===== config.mk =====
export PLATFORM = sky130hd
export DESIGN_NAME = compare_result_monitor
export DESIGN_NICKNAME = d
export VERILOG_FILES = /design/src/rtl/cmp_mon_pkg.sv /design/src/rtl/compare_result_monitor_sat_counter.sv /design/src/rtl/compare_result_monitor.sv
export SDC_FILE = /design/constraint.sdc
export NUM_CORES = 1
export LEC_CHECK = 0
export BUFFER_PORTS_ARGS = -buffer_cell sky130_fd_sc_hd__buf_4
export CORE_ASPECT_RATIO = 1.5
export CORE_MARGIN = 10
export CORE_UTILIZATION = 45
export CTS_CLUSTER_DIAMETER = 50
export DETAILED_ROUTE_END_ITERATION = 8
export GPL_TIMING_DRIVEN = 1
export PLACE_DENSITY = 0.69
export REMOVE_ABC_BUFFERS = 1
export SETUP_SLACK_MARGIN = 0.02
export SLEW_MARGIN = 20
export SYNTH_ARGS = -nofsm -noshare
export SYNTH_HDL_FRONTEND = slang
export SYNTH_SLANG_ARGS = --single-unit

===== constraint.sdc =====
create_clock -name clk -period 2.2 [get_ports clk]
set_input_delay 0.33 -clock clk [delete_from_list [all_inputs] [get_ports clk]]
set_output_delay 0.33 -clock clk [all_outputs]
set_load 0.03 [all_outputs]

===== src/rtl/cmp_mon_pkg.sv =====
// Shared types and constants for the comparator result monitor.
// Flag codes are packed as {et, gt, lt}.
package cmp_mon_pkg;

    typedef enum logic [1:0] {
        StIdle  = 2'd0,
        StTrack = 2'd1,
        StAlarm = 2'd2
    } state_e;

    localparam int unsigned STREAK_W = 4;
    localparam logic [STREAK_W-1:0] STREAK_MAX = 4'hF;

    localparam logic [2:0] ET_CODE = 3'b100;
    localparam logic [2:0] GT_CODE = 3'b010;
    localparam logic [2:0] LT_CODE = 3'b001;

    function automatic logic is_one_hot(input logic [2:0] flags);
        return (flags == ET_CODE) || (flags == GT_CODE) || (flags == LT_CODE);
    endfunction

endpackage


===== src/rtl/compare_result_monitor_sat_counter.sv =====
// Up-counter that holds at all-ones instead of wrapping; synchronous clear wins over increment.
module sat_counter #(
    parameter int unsigned W = 8
) (
    input  logic         clk,
    input  logic         rst_n,
    input  logic         clr,
    input  logic         inc,
    output logic [W-1:0] count
);

    logic [W-1:0] count_q;

    always_ff @(posedge clk or negedge rst_n) begin
        if (!rst_n) begin
            count_q <= '0;
        end else if (clr) begin
            count_q <= '0;
        end else if (inc && (count_q != '1)) begin
            count_q <= count_q + 1'b1;
        end
    end

    assign count = count_q;

endmodule


===== src/rtl/compare_result_monitor.sv =====
// Monitors comparator flag samples: per-outcome counts, consecutive-GT streak alarm with
// backpressure until acknowledged, and a sticky error for non-one-hot samples.
module compare_result_monitor
    import cmp_mon_pkg::*;
#(
    parameter int unsigned CNT_W    = 8,
    parameter int unsigned STREAK_N = 3
) (
    input  logic                clk,
    input  logic                rst_n,
    input  logic                in_valid,
    input  logic                et,
    input  logic                gt,
    input  logic                lt,
    output logic                in_ready,
    input  logic                clr,
    input  logic                alarm_ack,
    output logic [CNT_W-1:0]    et_cnt,
    output logic [CNT_W-1:0]    gt_cnt,
    output logic [CNT_W-1:0]    lt_cnt,
    output logic [STREAK_W-1:0] streak,
    output logic                alarm,
    output logic                err
);

    state_e              state_q;
    logic [STREAK_W-1:0] streak_q;
    logic                alarm_q;
    logic                err_q;

    logic [2:0]          flags;
    logic                legal;
    logic                accept;
    logic                ack;
    logic                inc_et;
    logic                inc_gt;
    logic                inc_lt;
    logic [STREAK_W-1:0] streak_inc;

    assign flags = {et, gt, lt};

    // clr discards any sample offered in the same cycle.
    always_comb begin
        in_ready   = (state_q != StAlarm);
        accept     = in_valid && in_ready && !clr;
        legal      = is_one_hot(flags);
        ack        = alarm_ack && (state_q == StAlarm) && !clr;
        inc_et     = accept && (flags == ET_CODE);
        inc_gt     = accept && (flags == GT_CODE);
        inc_lt     = accept && (flags == LT_CODE);
        streak_inc = (streak_q == STREAK_MAX) ? streak_q : streak_q + 1'b1;
    end

    always_ff @(posedge clk or negedge rst_n) begin
        if (!rst_n) begin
            state_q  <= StIdle;
            streak_q <= '0;
            alarm_q  <= 1'b0;
            err_q    <= 1'b0;
        end else if (clr) begin
            state_q  <= StIdle;
            streak_q <= '0;
            alarm_q  <= 1'b0;
            err_q    <= 1'b0;
        end else if (ack) begin
            state_q  <= StTrack;
            streak_q <= '0;
            alarm_q  <= 1'b0;
        end else if (accept) begin
            if (inc_gt) begin
                streak_q <= streak_inc;
                if (streak_inc == STREAK_W'(STREAK_N)) begin
                    state_q <= StAlarm;
                    alarm_q <= 1'b1;
                end else begin
                    state_q <= StTrack;
                    alarm_q <= 1'b0;
                end
            end else begin
                state_q  <= StTrack;
                streak_q <= '0;
                alarm_q  <= 1'b0;
            end
            if (!legal) begin
                err_q <= 1'b1;
            end
        end
    end

    sat_counter #(.W(CNT_W)) u_et_cnt (
        .clk   (clk),
        .rst_n (rst_n),
        .clr   (clr),
        .inc   (inc_et),
        .count (et_cnt)
    );

    sat_counter #(.W(CNT_W)) u_gt_cnt (
        .clk   (clk),
        .rst_n (rst_n),
        .clr   (clr),
        .inc   (inc_gt),
        .count (gt_cnt)
    );

    sat_counter #(.W(CNT_W)) u_lt_cnt (
        .clk   (clk),
        .rst_n (rst_n),
        .clr   (clr),
        .inc   (inc_lt),
        .count (lt_cnt)
    );

    assign streak = streak_q;
    assign alarm  = alarm_q;
    assign err    = err_q;

endmodule

==> results of run 1 <==
==> routing by layer <==
layer	vias to the layer above	global-route usage, %
met2	41	22.7
met5	-	0
li1	781	-
met3	8	5.46
met1	790	15.1
met4	0	5.66
==> Yosys cell counts, types with 4 or more instances <==
master and number:
nand3_1 9, ha_1 4, o41ai_1 7, nand2_1 10, nand4_1 4, nor2_1 9
or3_1 5, o31ai_1 7, inv_1 7, a21oi_1 18, o21ai_1 4, clkbuf_1 8
dfrtp_1 31, o311ai_1 7, nor2b_1 5, or4_1 9
==> logic make-up (layout without fill, tap and decap cells) <==
| family | count (synthesis) | after routing | share of synthesized area (%) |
|---|---|---|---|
| DFF | 31 | 31 | 44.8 |
| buffers and inverters | 17 | 62 | 4.19 |
| muxes | 5 | 5 | 3.11 |
| adders and majority gates | 4 | 4 | 2.89 |
| and+or+nand+nor | 70 | 70 | 24.2 |
| xor gates and xnor gates | 1 | 1 | 0.506 |
| AOI/OAI and AO/OA | 52 | 52 | 20.3 |
==> flip-flops by register name, indices dropped and copies added, names as in the netlist <==
| signal | count |
|---|---|
| err | 1 |
| u_lt_cnt.count | 8 |
| u_et_cnt.count | 8 |
| state_q | 2 |
| streak | 4 |
| u_gt_cnt.count | 8 |
==> power groups by stage <==
stage	clock (µW)	sequential (µW)	combinational, µW
finish	582	580	81.0
global route	627	580	89.8
CTS	596	580	82.6
detailed placement	0	590	80.9
global placement	0	590	76.8
floorplan	0	597	23.8
==> metrics by stage <==
stage                     power, µW  hold WS [ns]  utilization, %
after floorplan                 621        0.0344               -
after global placement          667         0.283            56.6
after detailed placement        671         0.294            56.6
after CTS                      1260         0.411            60.1
after global routing           1300         0.401            60.1
final                          1240         0.414            60.1
==> area by class of cell <==
type	instances	share of cell area, %
sequential	31	35.1
tap	43	2.43
timing repair buffer	47	16.1
clock buffer	6	3.73
multi-input combinational	132	39.9
inverter	7	1.19
clock inverter	2	1.58
==> repair_timing <==
item / in CTS / in global routing
endpoints found under the hold margin: 31 / 0
hold buffers: 1 / 0
resized for setup: 0 / 0
==> worst min-delay path by stage <==
stage | from | end | slack, ns | depth (start not counted)
4_1_cts | in_valid | err | 0.41 | 3
5_1_grt | in_valid | err | 0.40 | 3
2_1_floorplan | rst_n | err | 0.03 | 0
3_5_place_dp | rst_n | u_et_cnt.count[5] | 0.29 | 1
3_3_place_gp | rst_n | err | 0.28 | 1
6_report | in_valid | err | 0.41 | 3
==> worst reg2reg max path: stages, from the launching register on <==
cell,delay (ns)
dfrtp_1,0.37
nor2b_1,0.17
or4_1,0.67
buf_4,0.22
nor2_1,0.18
mux2_1,0.34
==> results.yml, run 1 <==
power:
  p_sw_uw: 273
  powerDensity_mw_per_mm2: 562
  seq_power_share_pct: 46.6
  comb_power_share_pct: 6.5
  switching_share_pct: 22.0
  leakagePower_uw: 0.000970
  peakVddDrop_mv: 0.567
  pwr-share-clk_pct: 46.8
  p_int_uw: 970
critical_path:
  start_kind: "flip-flop"
  startpoint: "state_q[1]"
  crit_family: "simple AND/OR/NAND/NOR gates"
  crit_type: "flip-flop to flip-flop"
  slowest_delay_ns: 0.67
  arrival_ns: 2.23
  worst-path-buf-inv: 1
  crit_path_end: "u_gt_cnt.count[1]"
  cp_slowest_cell: "or4_1"
  reg2reg_from: "state_q[1]"
  worst_setup_path_end_kind: "flip-flop"
  rrSetupSlack_ns: 0.14
  worst_ep_required_time_ns: 2.37
  cp.depth: 5
  path_max_fanout: 7
  r2r-end: "u_gt_cnt.count[1]"
  crit_chain: "nor2b_1, or4_1, buf_4, nor2_1, mux2_1"
  worst-r2r-cell-count: 5
die:
  row_count: 27
  dieArea_mm2: 0.00678
  core_area_mm2: 0.00368
  die-width_um: 70.7
  initial_core_util_pct: 47.0
  io_pins: 39
  die_h_um: 96.0
placement:
  io_buffers: 38
  dp_cells: 259
  pre_cts_slack_ns: 0.0410
  gp_congestion: 0.829
  detailed_place_hpwl_um: 3380
  place_area_mm2: 0.00208
job:
  cap_violations: 0
synthesis:
  yosysWarnings: 0
  synth-main-ff-cell: "dfrtp_1"
  async_flop_share_pct: 100
  ys_top_cells_by_area: "dfrtp_1, a21oi_1, or4_1, o311ai_1, o41ai_1"
  synth_top_area_cell: "dfrtp_1"
  yosysSeqAreaShare_pct: 44.8
  syn_inst: 180
  ys_seq_elements: 31
  synth.top_cell.area_share_pct: 44.8
  syn_area_per_cell_um2: 9.62
  syn_area_mm2: 0.00173
  synth_edf_count: 0
  yosysUniqueCellTypes: 40
final_layout:
  layout_common_cells: "buf_4, dfrtp_1, a21oi_1"
  nets: 236
  layout_commonest_cell: "buf_4"
  multi_input_area_um2: 883
  final_cells: 268
  drive_gt1_share_pct: 24.9
  area_delta_synth_final_pct: 27.7
  diodes: 0
  seq_area_um2: 776
  fillers: 307
  finalInstanceArea_mm2: 0.00221
hold_path:
  hold_class: "input pin to flip-flop"
drt:
  wl_met1_um: 1930
  ant_nets: 0
  maxUsedRoutingLayer: "met4"
  drt_iter0_drc: 138
  wl_met2_um: 2250
  dr.pass1.iters: 4
  wl_met3_um: 327
  vias: 1620
  avgRoutedWirePerCell_um: 17.1
  drc: 0
  vias_per_cell: 6.04
  wl_um: 4590
grt:
  grt_pass1_wl_um: 7600
  grt_antenna_before_repair: 0
  grt_overflow: 0
  grt_pass1_vias: 1608
  grt_max_degree: 32
  grtUsageTotal_pct: 13.6
clocking:
  clock-sinks: 31
  cts_tree: "done"
  clk_path_buf_depth: 2
  numCtsBuffers: 5
  cts-htree-levels: 2
  postCtsSetupBuffers: 0
  clk_pin_slew_ns: 0.07
  cts_root_buf: "clkbuf_8"
  clkLatencyLatePin_ns: 0.28
timing:
  fin_ws_ns: 0.136
  setup_violations: 0
  finClkSkew_ns: 0.00420
  drv_slew: 0
  period_needed_ns: 2.06
  slew_headroom_pct: 57.7
  rsz0062_at_grt: "false"
  tightest_slew_ns: 0.632
  final_hold_viol_count: 0
  tns_ns: 0
  timing.final.crit_share_pct: 93.8
  fmax_mhz: 485
run_status:
  status: "completed"
(Power assumes the default switching activity.)
==> run 2: changes to the inputs <==
--- a/config.mk
+++ b/config.mk
@@ -12,7 +12,7 @@
 export CTS_CLUSTER_DIAMETER = 50
 export DETAILED_ROUTE_END_ITERATION = 8
 export GPL_TIMING_DRIVEN = 1
-export PLACE_DENSITY = 0.69
+export PLACE_DENSITY_LB_ADDON = 0.25
 export REMOVE_ABC_BUFFERS = 1
 export SETUP_SLACK_MARGIN = 0.02
 export SLEW_MARGIN = 20
==> run 2 against run 1 <==
Clock skew increased by 0.0054 ns. Combinational power decreased by 2%. Design area unchanged. First-iteration DRC count increased by 25%. Register-to-register slack about the same. Sequential power about the same. Via count increased by 1.1%. Critical endpoint unchanged. Hold slack got worse by 0.018 ns. Count of clock-buffer cells in the layout unchanged. Global-route usage increased by 0.39 points. Critical path depth unchanged.
==> results.yml, run 2 (synthesis gave the netlist of run 1 again) <==
grt:
  grt_max_degree: 32
  grt_pass1_wl_um: 7870
  grtUsageTotal_pct: 13.9
  grt_overflow: 0
  grt_antenna_before_repair: 0
  grt_pass1_vias: 1715
timing:
  setup_violations: 0
  final_hold_viol_count: 0
  rsz0062_at_grt: "false"
  whs_ns: 0.395
  fin_ws_ns: 0.139
  slew_headroom_pct: 61.3
  drv_slew: 0
  timing.final.crit_share_pct: 93.7
  tightest_slew_ns: 0.578
  finClkSkew_ns: 0.00965
  fmax_mhz: 485
  period_needed_ns: 2.06
drt:
  dr.pass1.iters: 5
  drt_iter0_drc: 173
  avgRoutedWirePerCell_um: 17.0
  ant_nets: 0
  vias: 1638
  vias_per_cell: 6.11
  drc: 0
  wl_um: 4560
clocking:
  clock-sinks: 31
  cts_root_buf: "clkbuf_8"
  cts-htree-levels: 2
  clk_path_buf_depth: 2
  clk_pin_slew_ns: 0.07
  postCtsSetupBuffers: 0
  cts_resized: 0
  clkLatencyLatePin_ns: 0.29
  numCtsBuffers: 5
  cts_hold_buf: 1
  cts_tree: "done"
critical_path:
  path_max_fanout: 7
  crit_path_end: "u_gt_cnt.count[1]"
  crit_chain: "nor2b_1, or4_1, buf_4, nor2_1, mux2_1"
  r2r-end: "u_gt_cnt.count[1]"
  worst-r2r-cell-count: 5
  start_kind: "flip-flop"
  reg2reg_from: "state_q[1]"
  cp.depth: 5
  cp_slowest_cell: "or4_1"
  crit_family: "simple AND/OR/NAND/NOR gates"
  worst_ep_required_time_ns: 2.37
  rrSetupSlack_ns: 0.14
  arrival_ns: 2.23
  startpoint: "state_q[1]"
  crit_type: "flip-flop to flip-flop"
  worst-path-buf-inv: 1
  slowest_delay_ns: 0.67
  worst_setup_path_end_kind: "flip-flop"
power:
  leakagePower_uw: 0.000970
  powerDensity_mw_per_mm2: 562
  seq_power_share_pct: 46.7
  power_uw: 1240
  pwr-share-clk_pct: 46.9
  p_int_uw: 970
  switching_share_pct: 21.9
  comb_power_share_pct: 6.4
  peakVddDrop_mv: 0.497
  p_sw_uw: 272
die:
  row_count: 27
  initial_core_util_pct: 47.0
  die_h_um: 96.0
  io_pins: 39
  core_area_mm2: 0.00368
  dieArea_mm2: 0.00678
  die-width_um: 70.7
run_status:
  status: "completed"
job:
  cap_violations: 0
final_layout:
  drive_gt1_share_pct: 24.9
  seq_area_um2: 776
  area_delta_synth_final_pct: 27.7
  diodes: 0
  layout_commonest_cell: "buf_4"
  layout_common_cells: "buf_4, dfrtp_1, a21oi_1"
  finalInstanceArea_mm2: 0.00221
  fillers: 327
  multi_input_area_um2: 883
  final_cells: 268
  nets: 236
hold_path:
  hold_class: "input pin to flip-flop"
placement:
  dp_cells: 259
  place_area_mm2: 0.00208
  gp_congestion: 0.860
  pre_cts_slack_ns: 0.0555
  io_buffers: 38
  detailed_place_hpwl_um: 3380
run 2: cell counts in the layout (fill, tap and decap cells not counted):
Identical to the previous run, type by type.
run 2: final cells by class:
cell class / instances / area share (%)
clock inverters: 2 / 1.58
inverters: 7 / 1.19
clock buffers: 6 / 3.73
well taps: 43 / 2.43
repair buffers: 47 / 16.1
multi-input cells: 132 / 39.9
flip-flops and latches: 31 / 35.1
run 2: worst min path at each step:
stage                              endpoint      from  slack (ns)  cells after the start
final                                   err  in_valid        0.40                      3
after global placement    u_et_cnt.count[5]     rst_n        0.29                      1
after floorplan                         err     rst_n        0.03                      0
after CTS                               err  in_valid        0.40                      3
after global routing                    err  in_valid        0.42                      3
after detailed placement  u_et_cnt.count[5]     rst_n        0.29                      1
run 2: worst min-delay path, cell delays in order:
cell,delay (ns)
buf_4,0.14
o2111ai_1,0.10
a21oi_1,0.07
run 2: metrics by stage:
| step | setup TNS (ns) | utilization (%) |
|---|---|---|
| after floorplan | -0.0360 | - |
| after global placement | 0 | 56.6 |
| after detailed placement | 0 | 56.6 |
| after CTS | 0 | 60.1 |
| after global routing | 0 | 60.1 |
| final | 0 | 60.1 |
run 2: power by group through the flow:
| stage | clock, µW | sequential, µW | combinational [µW] |
|---|---|---|---|
| 5_1_grt | 615 | 580 | 89.1 |
| 4_1_cts | 591 | 580 | 80.6 |
| 3_3_place_gp | 0 | 590 | 76.7 |
| 3_5_place_dp | 0 | 591 | 79.0 |
| 6_report | 583 | 580 | 79.3 |
| 2_1_floorplan | 0 | 597 | 23.8 |
run 2: layer usage:
metal	vias to the layer above	track usage, %	share of wire [%]	wire (µm)
met4	0	5.66	0.94	43
li1	779	-	-	-
met1	801	15.5	40	1830
met5	-	0	0	0
met3	4	4.63	7.4	339
met2	54	24.1	51	2350
